## src/rtl/mem_arbiter.sv

```systemverilog
// mem_arbiter
// Shares one unified instruction/data memory between the multicycle core and
// the UART program loader. Accesses are serialised with a round-robin
// priority pointer. Read latency is tracked so that each requester sees a
// simple req/gnt/rvalid handshake.
//
// Handshake: a requester raises *_req together with *_we/*_addr/*_wdata and
// holds all four stable until it sees *_gnt high in the same cycle. The access
// is issued to memory in that grant cycle. A requester may drop *_req before a
// grant, and then no access is made. For a read, the requester's *_rvalid
// pulses for exactly one cycle MEM_LAT cycles after the grant, and *_rdata is
// valid only in that cycle. Writes produce no rvalid. No grant is given while
// a read is in flight.
//
// Ports:
//   clk, reset                 clock (rising edge), async active-high reset
//   c_req/c_we/c_addr/c_wdata  core request
//   c_gnt/c_rvalid/c_rdata     core grant, read valid, read data
//   l_req/l_we/l_addr/l_wdata  loader request
//   l_gnt/l_rvalid/l_rdata     loader grant, read valid, read data
//   mem_en/mem_we/mem_addr/mem_wdata/mem_rdata  memory port
//   busy                       read in flight (state == WAIT, doubles as FSM state)
//   owner                      requester of last/current grant (0 core, 1 loader)
module mem_arbiter #(
  parameter int ADDR_W  = 32,
  parameter int DATA_W  = 32,
  parameter int MEM_LAT = 1
) (
  input  logic              clk,
  input  logic              reset,
  input  logic              c_req,
  input  logic              c_we,
  input  logic [ADDR_W-1:0] c_addr,
  input  logic [DATA_W-1:0] c_wdata,
  output logic              c_gnt,
  output logic              c_rvalid,
  output logic [DATA_W-1:0] c_rdata,
  input  logic              l_req,
  input  logic              l_we,
  input  logic [ADDR_W-1:0] l_addr,
  input  logic [DATA_W-1:0] l_wdata,
  output logic              l_gnt,
  output logic              l_rvalid,
  output logic [DATA_W-1:0] l_rdata,
  output logic              mem_en,
  output logic              mem_we,
  output logic [ADDR_W-1:0] mem_addr,
  output logic [DATA_W-1:0] mem_wdata,
  input  logic [DATA_W-1:0] mem_rdata,
  output logic              busy,
  output logic              owner
);

  typedef enum logic {
    IDLE = 1'b0,
    WAIT = 1'b1
  } state_e;

  localparam logic [2:0] LAT_C = 3'(MEM_LAT);

  state_e     state_q, state_d;
  logic [2:0] cnt_q, cnt_d;
  logic       prio_q, prio_d;
  logic       owner_q, owner_d;

  logic       winner;
  logic       any_req;
  logic       rvalid;

  always_ff @(posedge clk or posedge reset) begin
    if (reset) begin
      state_q <= IDLE;
      cnt_q   <= 3'd0;
      prio_q  <= 1'b0;
      owner_q <= 1'b0;
    end else begin
      state_q <= state_d;
      cnt_q   <= cnt_d;
      prio_q  <= prio_d;
      owner_q <= owner_d;
    end
  end

  // A lone requester wins outright. Under contention the pointer decides.
  assign any_req = c_req | l_req;
  assign winner  = (c_req && l_req) ? prio_q : l_req;

  always_comb begin
    state_d   = state_q;
    cnt_d     = cnt_q;
    prio_d    = prio_q;
    owner_d   = owner_q;
    c_gnt     = 1'b0;
    l_gnt     = 1'b0;
    mem_en    = 1'b0;
    mem_we    = 1'b0;
    mem_addr  = '0;
    mem_wdata = '0;
    rvalid    = 1'b0;

    // Outputs are gated by reset so they drop asynchronously even while a
    // requester keeps its req high across the reset pulse.
    if (!reset) begin
      unique case (state_q)
        IDLE: begin
          if (any_req) begin
            c_gnt     = ~winner;
            l_gnt     = winner;
            mem_en    = 1'b1;
            mem_we    = winner ? l_we    : c_we;
            mem_addr  = winner ? l_addr  : c_addr;
            mem_wdata = winner ? l_wdata : c_wdata;
            owner_d   = winner;
            prio_d    = ~winner;
            if (!mem_we) begin
              state_d = WAIT;
              cnt_d   = 3'd1;
            end
          end
        end
        WAIT: begin
          if (cnt_q == LAT_C) begin
            rvalid  = 1'b1;
            state_d = IDLE;
            cnt_d   = 3'd0;
          end else begin
            cnt_d = cnt_q + 3'd1;
          end
        end
        default: state_d = IDLE;
      endcase
    end
  end

  assign c_rvalid = rvalid & ~owner_q;
  assign l_rvalid = rvalid &  owner_q;
  assign c_rdata  = c_rvalid ? mem_rdata : '0;
  assign l_rdata  = l_rvalid ? mem_rdata : '0;
  assign busy     = (state_q == WAIT);
  assign owner    = owner_q;

endmodule

```

## config.mk

```make
export PLATFORM = sky130hd
export DESIGN_NAME = mem_arbiter
export DESIGN_NICKNAME = d
export VERILOG_FILES = /design/src/rtl/mem_arbiter.sv
export SDC_FILE = /design/constraint.sdc
export NUM_CORES = 1
export LEC_CHECK = 0
export ABC_AREA = 0
export CORE_AREA = 2 2 116 118
export CTS_CLUSTER_DIAMETER = 150
export DETAILED_ROUTE_END_ITERATION = 12
export DIE_AREA = 0 0 118 120
export DONT_BUFFER_PORTS = 1
export HOLD_SLACK_MARGIN = 0.08
export SKIP_LAST_GASP = 1
export SYNTH_ARGS = -nofsm -noshare
export SYNTH_HDL_FRONTEND = slang
export SYNTH_SLANG_ARGS = --single-unit
```

## constraint.sdc

```tcl
create_clock -name clk -period 3.1 [get_ports clk]
set_input_delay 0.62 -clock clk [delete_from_list [all_inputs] [get_ports clk]]
set_output_delay 0.62 -clock clk [all_outputs]
set_load 0.02 [all_outputs]
```

==> summary.txt, run 1 <==
Status
  – Status: finished clean

Global route
  – Number of global-route vias before repair: 1717
  – Initial antenna violation count: 0
  – Total track usage: 7.877%
  – Grt ovf: 0
  – First-pass GRT wire length: 8887 microns
  – Largest net degree at the start of global routing: 60

Floorplanning
  – Initial Util: 13.38%
  – DIE AREA: 14160 sq um
  – CORE AREA: 12980 sq um
  – DIE WIDTH: 118 microns
  – I/O Pins: 302
  – Core Rows: 42
  – Die Span Y: 120 microns

Clock network
  – Reg clk slew, reported paths: 0.04 ns
  – CTS Hold Bufs: 0
  – CTS tree: yes
  – Clock Latency Late Sink: 0.23 ns
  – Longest Clk Path Bufs: 2
  – Clk root buf: clkbuf_16
  – Post-CTS setup repair buffer count: 0
  – CTS H-tree lvls: 1
  – TritonCTS Sinks: 6
  – CTS buffer count: 3
  – Post-CTS resize count: 0

Pwr
  – Pwr Density: 602.3 nW/um^2
  – VDD IR max: 0.1926 mV
  – Leak: 0.9294 nW

STA
  – Tcrit/Tclk final: 80.83%
  – Setup TNS: 0 ns
  – Final Max Tran Viols: 0
  – Worst-Margin Slew: 0.6815 ns
  – Max Fclk: 399.1 MHz
  – Relative max-transition margin: 54.39%
  – Tmin final: 2.506 ns
  – RSZ-0062 raised after global routing: false
  – Final Setup Violations: 0
  – Final Hold Viols: 0
  – Final Skew: 0.004579 ns

Logic synthesis
  – Most used DFF post-synth: dfrtp_1
  – Cell variety after synth: 29
  – EDFF count, synth: 0
  – Yosys warns: 0
  – Seq cells post-synth: 6
  – Top post-synthesis cells by area: nand2_1 (29%), a21oi_1 (19%), and2_1 (12%), and3_1 (12%), dfrtp_1 (8.6%)
  – Netlist Area Pre-Place: 1737 sq um
  – Mapped Cells: 333
  – Synthesized Nets: 499
  – Post-synthesis async set-or-reset flop share: 100.0%
  – Area share of the largest cell type after synthesis: 29.18%
  – Synth Area per Inst: 5.215 sq um
  – Part of the Yosys area used for sequential elements: 8.646%
  – Largest area contributor in the netlist: nand2_1

Route
  – Drt first pass iters: 4
  – ANT nets after route: 0
  – Via density: 4.781
  – DR iter-0 viols: 171
  – Via count: 2333
  – Number of remaining DRC errors: 0
  – Routed len/inst: 14.33 microns
  – Final wirelength: 6994 microns

Worst setup path
  – Max FO, Critical Path: 49
  – Critical path arrival: 1.89 ns
  – Critical path startpoint category: flop
  – Critical-path cell list: nor2_1, o21ai_4, buf_12, a21oi_1
  – Critical Path Max Stage Delay: 0.51 ns
  – Critical path class: reg2out
  – Crit-path slowest cell: dfrtp_1
  – Critical Path RT: 2.48 ns
  – CP Capture Type: primary output

Final layout
  – Share of cells above drive strength 1: 5.769%
  – Post-Layout Cell Count: 488
  – Fill cells: 1493
  – Antenna Cells: 0
  – Commonest non-fill, non-tap cell in the layout: nand2_1
  – Fin nets: 480
  – Area growth syn-to-layout: 14.41%
  – Most frequent cells in the layout: nand2_1 (135), a21oi_1 (66), and2_1 (33)

Run
  – Max_cap viols: 0

Placed design
  – GPL Wtd Cong: 0.8015
  – Placed Cells: 485
  – Detailed Place HPWL: 5668 microns
  – Port Buffer Count: 0

Hold path
  – Hold Crit Class: in2async
## final timing paths
kind / slack [ns] / to / cells after the start / from
max: 0.59 / mem_wdata[5] / 4 / busy
min reg2reg: 0.61 / cnt_q[0] / 1 / cnt_q[0]
min in group clk: 0.58 / busy / 2 / reset
max in group asynchronous: 2.79 / owner / 1 / reset
max reg2reg: 1.31 / prio_q / 4 / busy
min: 0.16 / busy / 1 / reset
## registers in the layout, indices dropped and copies added (netlist names)
name / count
busy: 1
cnt_q: 3
owner: 1
prio_q: 1
## synth_stat cells (2+ instances only)
| library cell | number |
|---|---|
| a21oi_1 | 66 |
| and2_1 | 33 |
| and3_1 | 32 |
| buf_2 | 17 |
| buf_4 | 2 |
| clkbuf_1 | 11 |
| dfrtp_1 | 6 |
| inv_1 | 5 |
| inv_2 | 2 |
| nand2_1 | 135 |
| nor2_1 | 4 |
| o21ai_0 | 2 |
| o21ai_2 | 2 |
## per-layer routing
metal	vias up	track usage, %	part of all wire (%)
met5	-	0	0
met4	0	1.355	0.86
met3	5	0.9506	9.2
met2	185	13.55	48
met1	1101	10.69	42
li1	1042	-	-
## per-stage QoR
stage | hold WS [ns] | total power [mW] | setup WS (ns) | util (%) | instance area, sq um
2_1_floorplan | 0.3864 | 0.8574 | 0.8447 | - | 1737
4_1_cts | 0.1552 | 1.203 | 0.5792 | 15.31 | 1987
3_5_place_dp | 0.4021 | 0.9856 | 0.6943 | 14.73 | 1912
6_report | 0.1564 | 1.197 | 0.5943 | 15.31 | 1987
5_1_grt | 0.1583 | 1.282 | 0.4598 | 15.31 | 1987
3_3_place_gp | 0.4038 | 0.9746 | 0.6939 | 14.73 | 1912
## area by class of cell
cell class	count	area (sq um)	share of cell area, %
Multi-Input combinational cell	289	1438	72.36
Timing Repair Buffer	7	77.57	3.904
Inverter	7	26.28	1.322
Tap cell	176	220.2	11.08
Clock buffer	3	75.07	3.778
Sequential cell	6	150.1	7.557
## critical path: cells and delay by family, from the launching register on
| kind | cells | cell delay [ns] |
|---|---|---|
| AOI/OAI and AO/OA | 2 | 0.64 |
| DFF | 1 | 0.51 |
| buffers and inverters | 1 | 0.24 |
| and+or+nand+nor | 1 | 0.23 |
## cell families after synthesis
kind of cell | Yosys count | share of synthesized area (%)
simple gates | 210 | 56.63
buf+inv | 38 | 9.870
compound gates | 79 | 24.86
flops | 6 | 8.645
## where the power goes
group	internal [mW]	switching [mW]
Sequential	0.118	0.0732
Combinational	0.195	0.599
Clock	0.166	0.0463
Total	0.479	0.718
Note: power is estimated with default switching activity, not from simulation.
==> inputs of run 2 (changes only) <==
- ABC_AREA: 0 -> 1
- CORE_AREA: 2 2 116 118 -> 2 2 119 121
- DIE_AREA: 0 0 118 120 -> 0 0 121 123
- clock period: 3.1 -> 2.55 ns (I/O delays scaled with it)
==> run 2 against run 1 <==
  * Die area increased by 5.1%
  * Register-to-register slack worse by 0.41 ns
  * First-iteration DRC count shrank 47%
  * Power rose by 54%
  * Via count is 12% higher
  * Critical endpoint is now c_rdata[5]
==> summary.txt, run 2 <==
Status
  – Status: finished clean

Pwr
  – VDD IR max: 0.1862 mV
  – Clk network pwr share: 13.5%
  – Sw power: 1.053 mW
  – Tot Pwr: 1.839 mW
  – Combinational power share: 76.4%
  – Sw Ratio: 57.24%
  – Sequential share of power: 10.1%
  – Pwr Density: 704.4 nW/um^2
  – Power Internal: 786.6 uW
  – Leak: 1.445 nW

STA
  – Max Fclk: 411.3 MHz
  – Worst-Margin Slew: 0.5262 ns
  – Final Max Tran Viols: 0
  – Final worst-path setup slack: 0.1185 ns
  – Final Skew: 0.004246 ns
  – Final Setup Violations: 0
  – Relative max-transition margin: 64.79%
  – Final Hold Viols: 0
  – Setup TNS: 0 ns
  – Tcrit/Tclk final: 95.35%
  – Tmin final: 2.432 ns
  – RSZ-0062 raised after global routing: false

Route
  – Via count: 2614
  – ANT nets after route: 0
  – Number of remaining DRC errors: 0
  – Final wirelength: 8669 microns
  – Routed len/inst: 14.00 microns
  – DR iter-0 viols: 91
  – Via density: 4.223
  – Drt first pass iters: 5

Logic synthesis
  – Synth Area per Inst: 4.672 sq um
  – Most common cell in the netlist: nor2_1
  – Cell variety after synth: 19
  – Yosys warns: 0
  – Area share of the largest cell type after synthesis: 42.92%
  – Post-synthesis async set-or-reset flop share: 100.0%
  – Mapped Cells: 365
  – Netlist Area Pre-Place: 1705 sq um
  – Part of the Yosys area used for sequential elements: 8.804%
  – Largest area contributor in the netlist: nor2_1
  – Synth top cells by count: nor2_1 (195), nor3_1 (65), inv_1 (41)
  – Most used DFF post-synth: dfrtp_1
  – Top post-synthesis cells by area: nor2_1 (43%), nor3_1 (19%), inv_1 (9.0%), dfrtp_1 (8.8%), buf_6 (4.6%)
  – Seq cells post-synth: 6
  – Synthesized Nets: 531
  – EDFF count, synth: 0

Worst setup path
  – Critical Path RT: 2.04 ns
  – Max FO, Critical Path: 33
  – Critical path class: reg2out
  – Critical path startpoint category: flop
  – Critical path arrival: 1.92 ns
  – Critical Path Max Stage Delay: 0.52 ns
  – CP Capture Type: primary output
  – Crit-path slowest cell: dfrtp_1
  – Critical-path cell list: nand2_2, nor4_4, nand2_4, nor2_1

Floorplanning
  – Die Span Y: 123 microns
  – CORE AREA: 13610 sq um
  – DIE WIDTH: 121 microns
  – Initial Util: 12.53%
  – Core Rows: 43
  – I/O Pins: 302
  – DIE AREA: 14880 sq um

Final layout
  – Commonest non-fill, non-tap cell in the layout: nor2_1
  – Fin nets: 607
  – Area growth syn-to-layout: 53.12%
  – Most frequent cells in the layout: nor2_1 (195), buf_4 (95), nor3_1 (65)
  – Most flops, register: cnt_q
  – Antenna Cells: 0
  – Share of cells above drive strength 1: 25.28%
  – Max reg flops: 3

Placed design
  – Port Buffer Count: 0
  – Worst slack, placed: 0.3459 ns
  – Detailed Place HPWL: 7359 microns
  – GPL Wtd Cong: 0.8058

Clock network
  – Longest Clk Path Bufs: 2
  – CTS tree: yes
  – Clock Latency Late Sink: 0.22 ns
  – TritonCTS Sinks: 6
  – CTS buffer count: 3
  – Clk root buf: clkbuf_16
  – CTS H-tree lvls: 1
  – CTS Hold Bufs: 0
  – Post-CTS setup repair buffer count: 0
  – Reg clk slew, reported paths: 0.03 ns
  – Post-CTS resize count: 0

Global route
  – First-pass GRT wire length: 10610 microns
  – Largest net degree at the start of global routing: 66
  – Grt ovf: 0
  – Initial antenna violation count: 0
  – Total track usage: 9.378%
  – Number of global-route vias before repair: 1988

Hold path
  – Hold Crit Class: in2async

Run
  – Max_cap viols: 0
## run 2: kinds of logic after synthesis
group	Yosys count	share of synthesized area [%]
AO/OA/AOI/OAI	6	1.907
AND/OR/NAND/NOR	284	69.92
flip-flops	6	8.804
buffers and inverters	69	19.37
## run 2: path summary, 6_finish.rpt
check	to	start	slack (ns)	cells past startpoint
worst max-delay path	c_rdata[5]	busy	0.12	4
worst min-delay path	cnt_q[0]	reset	0.17	2
worst max register to register	prio_q	busy	0.90	5
worst min register to register	prio_q	prio_q	0.52	2
max in group asynchronous	busy	reset	2.26	2
min in group clk	prio_q	prio_q	0.52	2
## run 2: power groups by stage
stage / registers, mW / logic [mW] / clock network [mW]
after global placement: 0.185 / 1.40 / 0
after floorplan: 0.174 / 0.986 / 0
final: 0.186 / 1.41 / 0.248
after detailed placement: 0.187 / 1.41 / 0
after CTS: 0.186 / 1.42 / 0.252
after global routing: 0.192 / 1.51 / 0.263
## run 2: area by class of cell
class / count / area, sq um
Sequential cell: 6 / 150.1
Multi-Input combinational cell: 290 / 1230
Timing Repair Buffer: 98 / 773.2
Inverter: 42 / 157.7
Tap cell: 180 / 225.2
Fill cell: 1547 / 11000
Clock buffer: 3 / 75.07
## run 2: per-stage QoR
| step | area (sq um) | hold slack, ns | util [%] | std cells |
|---|---|---|---|---|
| global route | 2611 | 0.1880 | 19.18 | 619 |
| global placement | 2536 | 0.4132 | 18.63 | 616 |
| detailed placement | 2536 | 0.4107 | 18.63 | 616 |
| CTS | 2611 | 0.1748 | 19.18 | 619 |
| finish | 2611 | 0.1742 | 19.18 | 619 |
| floorplan | 1705 | 0.3165 | - | 365 |
## run 2: per-layer routing
metal / track usage [%] / vias up / part of all wire, %
li1: - / 1256 / -
met1: 10.95 / 1146 / 39
met2: 18.29 / 206 / 50
met3: 0.7380 / 6 / 9.5
met4: 2.398 / 0 / 1.5
met5: 0 / - / 0
## run 2: worst max-delay path: cells and delay by family, from the launching register on
| family | cells | cell delay (ns) |
|---|---|---|
| and+or+nand+nor | 4 | 1.15 |
| DFF | 1 | 0.52 |
